--- src/rtl/clock_pkg.sv ---
// Shared clock definitions: mode encoding, field limits and a wrap-increment helper.
package clock_pkg;

  typedef enum logic [1:0] {
    RUN   = 2'd0,
    SET_H = 2'd1,
    SET_M = 2'd2,
    SET_S = 2'd3
  } mode_e;

  localparam logic [5:0] HOUR_MAX = 6'd23;
  localparam logic [5:0] MIN_MAX  = 6'd59;
  localparam logic [5:0] SEC_MAX  = 6'd59;

  // >= rather than == keeps the result legal even from an out-of-range input.
  function automatic logic [5:0] inc_wrap(input logic [5:0] val, input logic [5:0] max);
    return (val >= max) ? 6'd0 : val + 6'd1;
  endfunction

endpackage

--- src/rtl/blink_gen.sv ---
// Blink phase generator: phase toggles every DIV cycles while active; clr or !active restarts it shown.
module blink_gen #(
  parameter int DIV = 25000000
) (
  input  logic clk,
  input  logic rst,
  input  logic active,
  input  logic clr,
  output logic phase
);

  localparam int CNT_W = (DIV > 2) ? $clog2(DIV) : 1;

  logic [CNT_W-1:0] cnt;

  always_ff @(posedge clk) begin
    if (rst || clr || !active) begin
      cnt   <= '0;
      phase <= 1'b0;
    end else if (cnt == CNT_W'(DIV - 1)) begin
      cnt   <= '0;
      phase <= ~phase;
    end else begin
      cnt <= cnt + 1'b1;
    end
  end

endmodule

--- src/rtl/timer_set_ctrl.sv ---
// Time-of-day counter with RUN/SET_H/SET_M/SET_S modes driven by mode/inc buttons.
// Optional field blinking in SET modes is enabled by defining TIMER_SET_BLINK_EN.
module timer_set_ctrl
  import clock_pkg::*;
#(
  parameter int BLINK_DIV = 25000000
) (
  input  logic       clk,
  input  logic       rst,
  input  logic       tick_1hz,
  input  logic       btn_mode,
  input  logic       btn_inc,
  output logic [5:0] hours,
  output logic [5:0] minutes,
  output logic [5:0] seconds,
  output logic [1:0] mode,
  output logic [2:0] blank
);

  if (BLINK_DIV < 2) begin : g_bad_div
    $error("BLINK_DIV must be at least 2");
  end

  mode_e      state_q, state_d;
  logic [5:0] hours_d, minutes_d, seconds_d;
  logic       inc_accept;

  // btn_mode wins over a simultaneous btn_inc; RUN never accepts increments.
  assign inc_accept = btn_inc && !btn_mode && (state_q != RUN);

  always_comb begin
    // NOTE: every always_comb output gets a default first so no path can infer a latch.
    state_d   = state_q;
    hours_d   = hours;
    minutes_d = minutes;
    seconds_d = seconds;

    if (state_q == RUN && tick_1hz) begin
      seconds_d = inc_wrap(seconds, SEC_MAX);
      if (seconds >= SEC_MAX) begin
        minutes_d = inc_wrap(minutes, MIN_MAX);
        if (minutes >= MIN_MAX) hours_d = inc_wrap(hours, HOUR_MAX);
      end
    end

    if (inc_accept) begin
      case (state_q)
        SET_H:   hours_d   = inc_wrap(hours, HOUR_MAX);
        SET_M:   minutes_d = inc_wrap(minutes, MIN_MAX);
        SET_S:   seconds_d = inc_wrap(seconds, SEC_MAX);
        default: ;
      endcase
    end

    if (btn_mode) begin
      case (state_q)
        RUN:     state_d = SET_H;
        SET_H:   state_d = SET_M;
        SET_M:   state_d = SET_S;
        default: state_d = RUN;
      endcase
    end
  end

  always_ff @(posedge clk) begin
    // NOTE: sequential state uses non-blocking assignments so all registers update together.
    if (rst) begin
      state_q <= RUN;
      hours   <= '0;
      minutes <= '0;
      seconds <= '0;
    end else begin
      state_q <= state_d;
      hours   <= hours_d;
      minutes <= minutes_d;
      seconds <= seconds_d;
    end
  end

  assign mode = state_q;

`ifdef TIMER_SET_BLINK_EN
  logic blink_phase;

  blink_gen #(
    .DIV(BLINK_DIV)
  ) u_blink_gen (
    .clk   (clk),
    .rst   (rst),
    .active(state_q != RUN),
    .clr   (btn_mode || inc_accept),
    .phase (blink_phase)
  );

  always_comb begin
    blank = 3'b000;
    case (state_q)
      SET_H:   blank = {blink_phase, 2'b00};
      SET_M:   blank = {1'b0, blink_phase, 1'b0};
      SET_S:   blank = {2'b00, blink_phase};
      default: blank = 3'b000;
    endcase
  end
`else
  assign blank = 3'b000;
`endif

endmodule

--- config.mk ---
export PLATFORM = sky130hd
export DESIGN_NAME = timer_set_ctrl
export DESIGN_NICKNAME = d
export VERILOG_FILES = /design/src/rtl/clock_pkg.sv /design/src/rtl/blink_gen.sv /design/src/rtl/timer_set_ctrl.sv
export SDC_FILE = /design/constraint.sdc
export NUM_CORES = 1
export LEC_CHECK = 0
export BUFFER_PORTS_ARGS = -buffer_cell sky130_fd_sc_hd__buf_2
export CAP_MARGIN = 20
export CORE_MARGIN = 3
export CORE_UTILIZATION = 50
export DETAILED_ROUTE_END_ITERATION = 12
export PLACE_DENSITY_LB_ADDON = 0.3
export RECOVER_POWER = 100
export SYNTH_ARGS = -nofsm -noshare
export SYNTH_HDL_FRONTEND = slang
export SYNTH_SLANG_ARGS = --single-unit
--- constraint.sdc ---
create_clock -name clk -period 2.05 [get_ports clk]
set_clock_uncertainty 0.15 [all_clocks]
set_input_delay 0.205 -clock clk [delete_from_list [all_inputs] [get_ports clk]]
set_output_delay 0.205 -clock clk [all_outputs]
set_load 0.02 [all_outputs]
==> impl_metrics.yaml <==
run_status:
  outcome: "finished, final reports clean"
critical_path:
  reg2reg_slack_ns: 0.12
  arrival_ns: 2.02
  r2r-start: "mode[0]"
  timing.critical_path.cells: "inv_1 -> ha_2 -> and4bb_2 -> a21oi_4 -> or4_4 -> a21oi_2"
  endpoint_kind: "register"
  cp.required_ns: 2.14
  crit_path_start_kind: "register"
  cp_slowest_cell: "or4_4"
  reg2reg_to: "minutes[5]"
  cp_max_fo: 10
  rr_worst_depth: 6
  worstSetupPathType: "register to register"
  critical_path.max_stage_delay_ns: 0.52
drt:
  dr.pass1.iters: 4
  routedWlPerCell_um: 12.5
  detail_route.vias_per_cell: 5.53
  drt_iter0_markers: 18
  drt-total-wl_um: 2160
  via_count: 951
  remaining_drc_errors: 0
  drt.antenna.violating_nets: 0
yosys:
  yosys.cell_types.count: 40
  avgSynthCellArea_um2: 9.12
  synth_warnings: 0
  yosys_most_used_dff: "dfxtp_1"
  synthDominantAreaCellType: "dfxtp_1"
  synth_largest_type_area_fraction_pct: 37.2
  yosysSeqAreaShare_pct: 37.2
  synth_area_leaders: "dfxtp_1 37%, ha_1 9.3%, a21oi_1 4.7%, nor2_1 4.2%, mux2i_1 3.7%"
  most_frequent_cells_after_synthesis: "20 x dfxtp_1, 12 x nor2_1, 10 x a21oi_1"
  synth_async_sr_flop_share_pct: 0
  post_synth_inst_count: 118
  netlist_area_um2: 1080
  synth-seq-cells: 20
  synth_edf_count: 0
  synth.most_common_cell: "dfxtp_1"
power_and_ir_drop:
  max-vdd-ir-drop_uv: 347
  cellPowerDensity_nw_per_um2: 606
  static-leakage-power_nw: 0.476
clock_tree:
  cts-buffers-inserted: 3
  clock-sinks: 20
  htree_levels: 1
  clock_tree.root_cell: "clkbuf_4"
  clock_tree.buffer_depth: 2
  post_cts_hold_buffer_count: 0
  insertion_delay_ns: 0.30
  clk_slew_on_worst_s_h_paths_ns: 0.11
  tritoncts: "built"
final_layout:
  num_antenna_cells: 0
  fin_util_pct: 62.4
  drive_gt1_share_pct: 15.2
  synthToLayoutAreaGrowth_pct: 16.2
  layout.filler_cells: 193
  fin_nets: 159
worst_hold_path:
  hold_path_startpoint: "btn_mode"
  hold_end: "mode[1]"
  hold_class: "input pin to register"
  number_of_cells_traversed_by_the_worst_hold_path: 3
timing:
  fin_crit_ns: 1.93
  grt_setup_unrepaired: "no"
  hold_viol: 0
  timing.final.setup_violations: 0
  post_route_clock_period_utilization_pct: 94.2
  drv_slew: 0
  hold-worst-slack_ns: 0.0850
  achievable-frequency_mhz: 518
  final.setup.tns_ns: 0
placement:
  detailed_place_hpwl_um: 1650
  buffer_ports.inserted: 24
  gp_routability_congestion: 0.835
floorplanning:
  initial_utilization_pct: 53.8
  number_of_top_level_pins: 28
  core_area_um2: 2000
  dieArea_um2: 2740
  die_height_um: 52.4
  die-width_um: 52.4
  num_rows: 16
run:
  maxCapViolCount: 0
global_route:
  largest_net_degree_at_the_start_of_global_routing: 14
  antenna_found_initial: 0
  grt_pass1_wl_um: 3420
  grt_pass1_vias: 821
  gr-usage-all-layers_pct: 16.6
  global_route.overflow_total: 0
worst max-delay path: cells and delay by family (launching register included):
| kind | cells | cell delay [ns] |
|---|---|---|
| fa+ha+maj | 1 | 0.21 |
| compound gates | 2 | 0.21 |
| buf+inv | 1 | 0.06 |
| flops | 1 | 0.39 |
| simple gates | 2 | 0.85 |
cell usage in the layout, fill, tap and decap left out, types with 3 or more instances in the layout:
master,count
xnor2_1,3
conb_1,3
dfxtp_1,19
buf_2,4
mux2i_1,4
a21oi_1,9
nand3_1,6
nand2_1,8
clkbuf_1,20
clkbuf_4,3
nor2_1,12
inv_1,5
ha_1,7
final cells by class:
class | instances | area [µm²] | area share [%]
clock buffer | 4 | 36.3 | 2.90
timing repair buffer | 25 | 103 | 8.21
multi-input combinational | 91 | 654 | 52.4
tap | 27 | 33.8 | 2.70
inverter | 5 | 18.8 | 1.50
sequential | 20 | 404 | 32.3
power by group:
part / total [mW] / switching (mW) / internal, mW / leakage, nW
clock: 0.230 / 0.122 / 0.108 / 0.0210
sequential: 0.413 / 0.0121 / 0.401 / 0.162
combinational: 0.115 / 0.0713 / 0.0440 / 0.293
total: 0.758 / 0.205 / 0.553 / 0.476
through the flow:
stage / instance area (µm²) / power (mW) / std cells / setup WS [ns]
2_1_floorplan: 1080 / 0.508 / 120 / 0.00274
6_report: 1250 / 0.758 / 172 / 0.120
5_1_grt: 1250 / 0.799 / 172 / 0.00380
3_5_place_dp: 1220 / 0.539 / 168 / -0.00266
4_1_cts: 1260 / 0.766 / 172 / 0.00590
3_3_place_gp: 1220 / 0.535 / 168 / 0.0778
timing repair:
action	CTS	global route
endpoints found under the setup margin	0	6
gates resized for setup	0	6
setup buffers	0	0
how the worst max path moves through the flow:
stage                  from    endpoint  slack (ns)  depth (start not counted)
CTS                 mode[0]  minutes[1]       0.006                          6
global route        mode[0]  minutes[2]       0.004                          6
detailed placement  mode[0]  minutes[1]      -0.003                          6
floorplan           mode[1]  minutes[5]       0.003                          6
finish              mode[0]  minutes[5]        0.12                          6
global placement    mode[0]  minutes[0]        0.08                          6
sequential cells by signal, indices dropped and copies added, names as in the netlist:
name and count:
hours 6, seconds 6, minutes 6, mode 2
per-layer routing:
layer / routed length [µm] / track usage [%]
met1: 1010 / 21.6
met2: 1020 / 26.9
met3: 96 / 3.42
met4: 27 / 6.38
met5: 0 / 0
logic make-up after synthesis:
| kind of cell | Yosys count | share of synthesized area [%] |
|---|---|---|
| AND/OR/NAND/NOR | 41 | 20.9 |
| AO/OA/AOI/OAI | 31 | 21.0 |
| flip-flops | 20 | 37.2 |
| buffers and inverters | 9 | 4.19 |
| adder cells (fa/ha/maj) | 8 | 9.30 |
| XOR/XNOR | 4 | 3.26 |
| multiplexers | 4 | 3.72 |
| other | 1 | 0.349 |
Note: power is estimated with default switching activity, not from simulation.
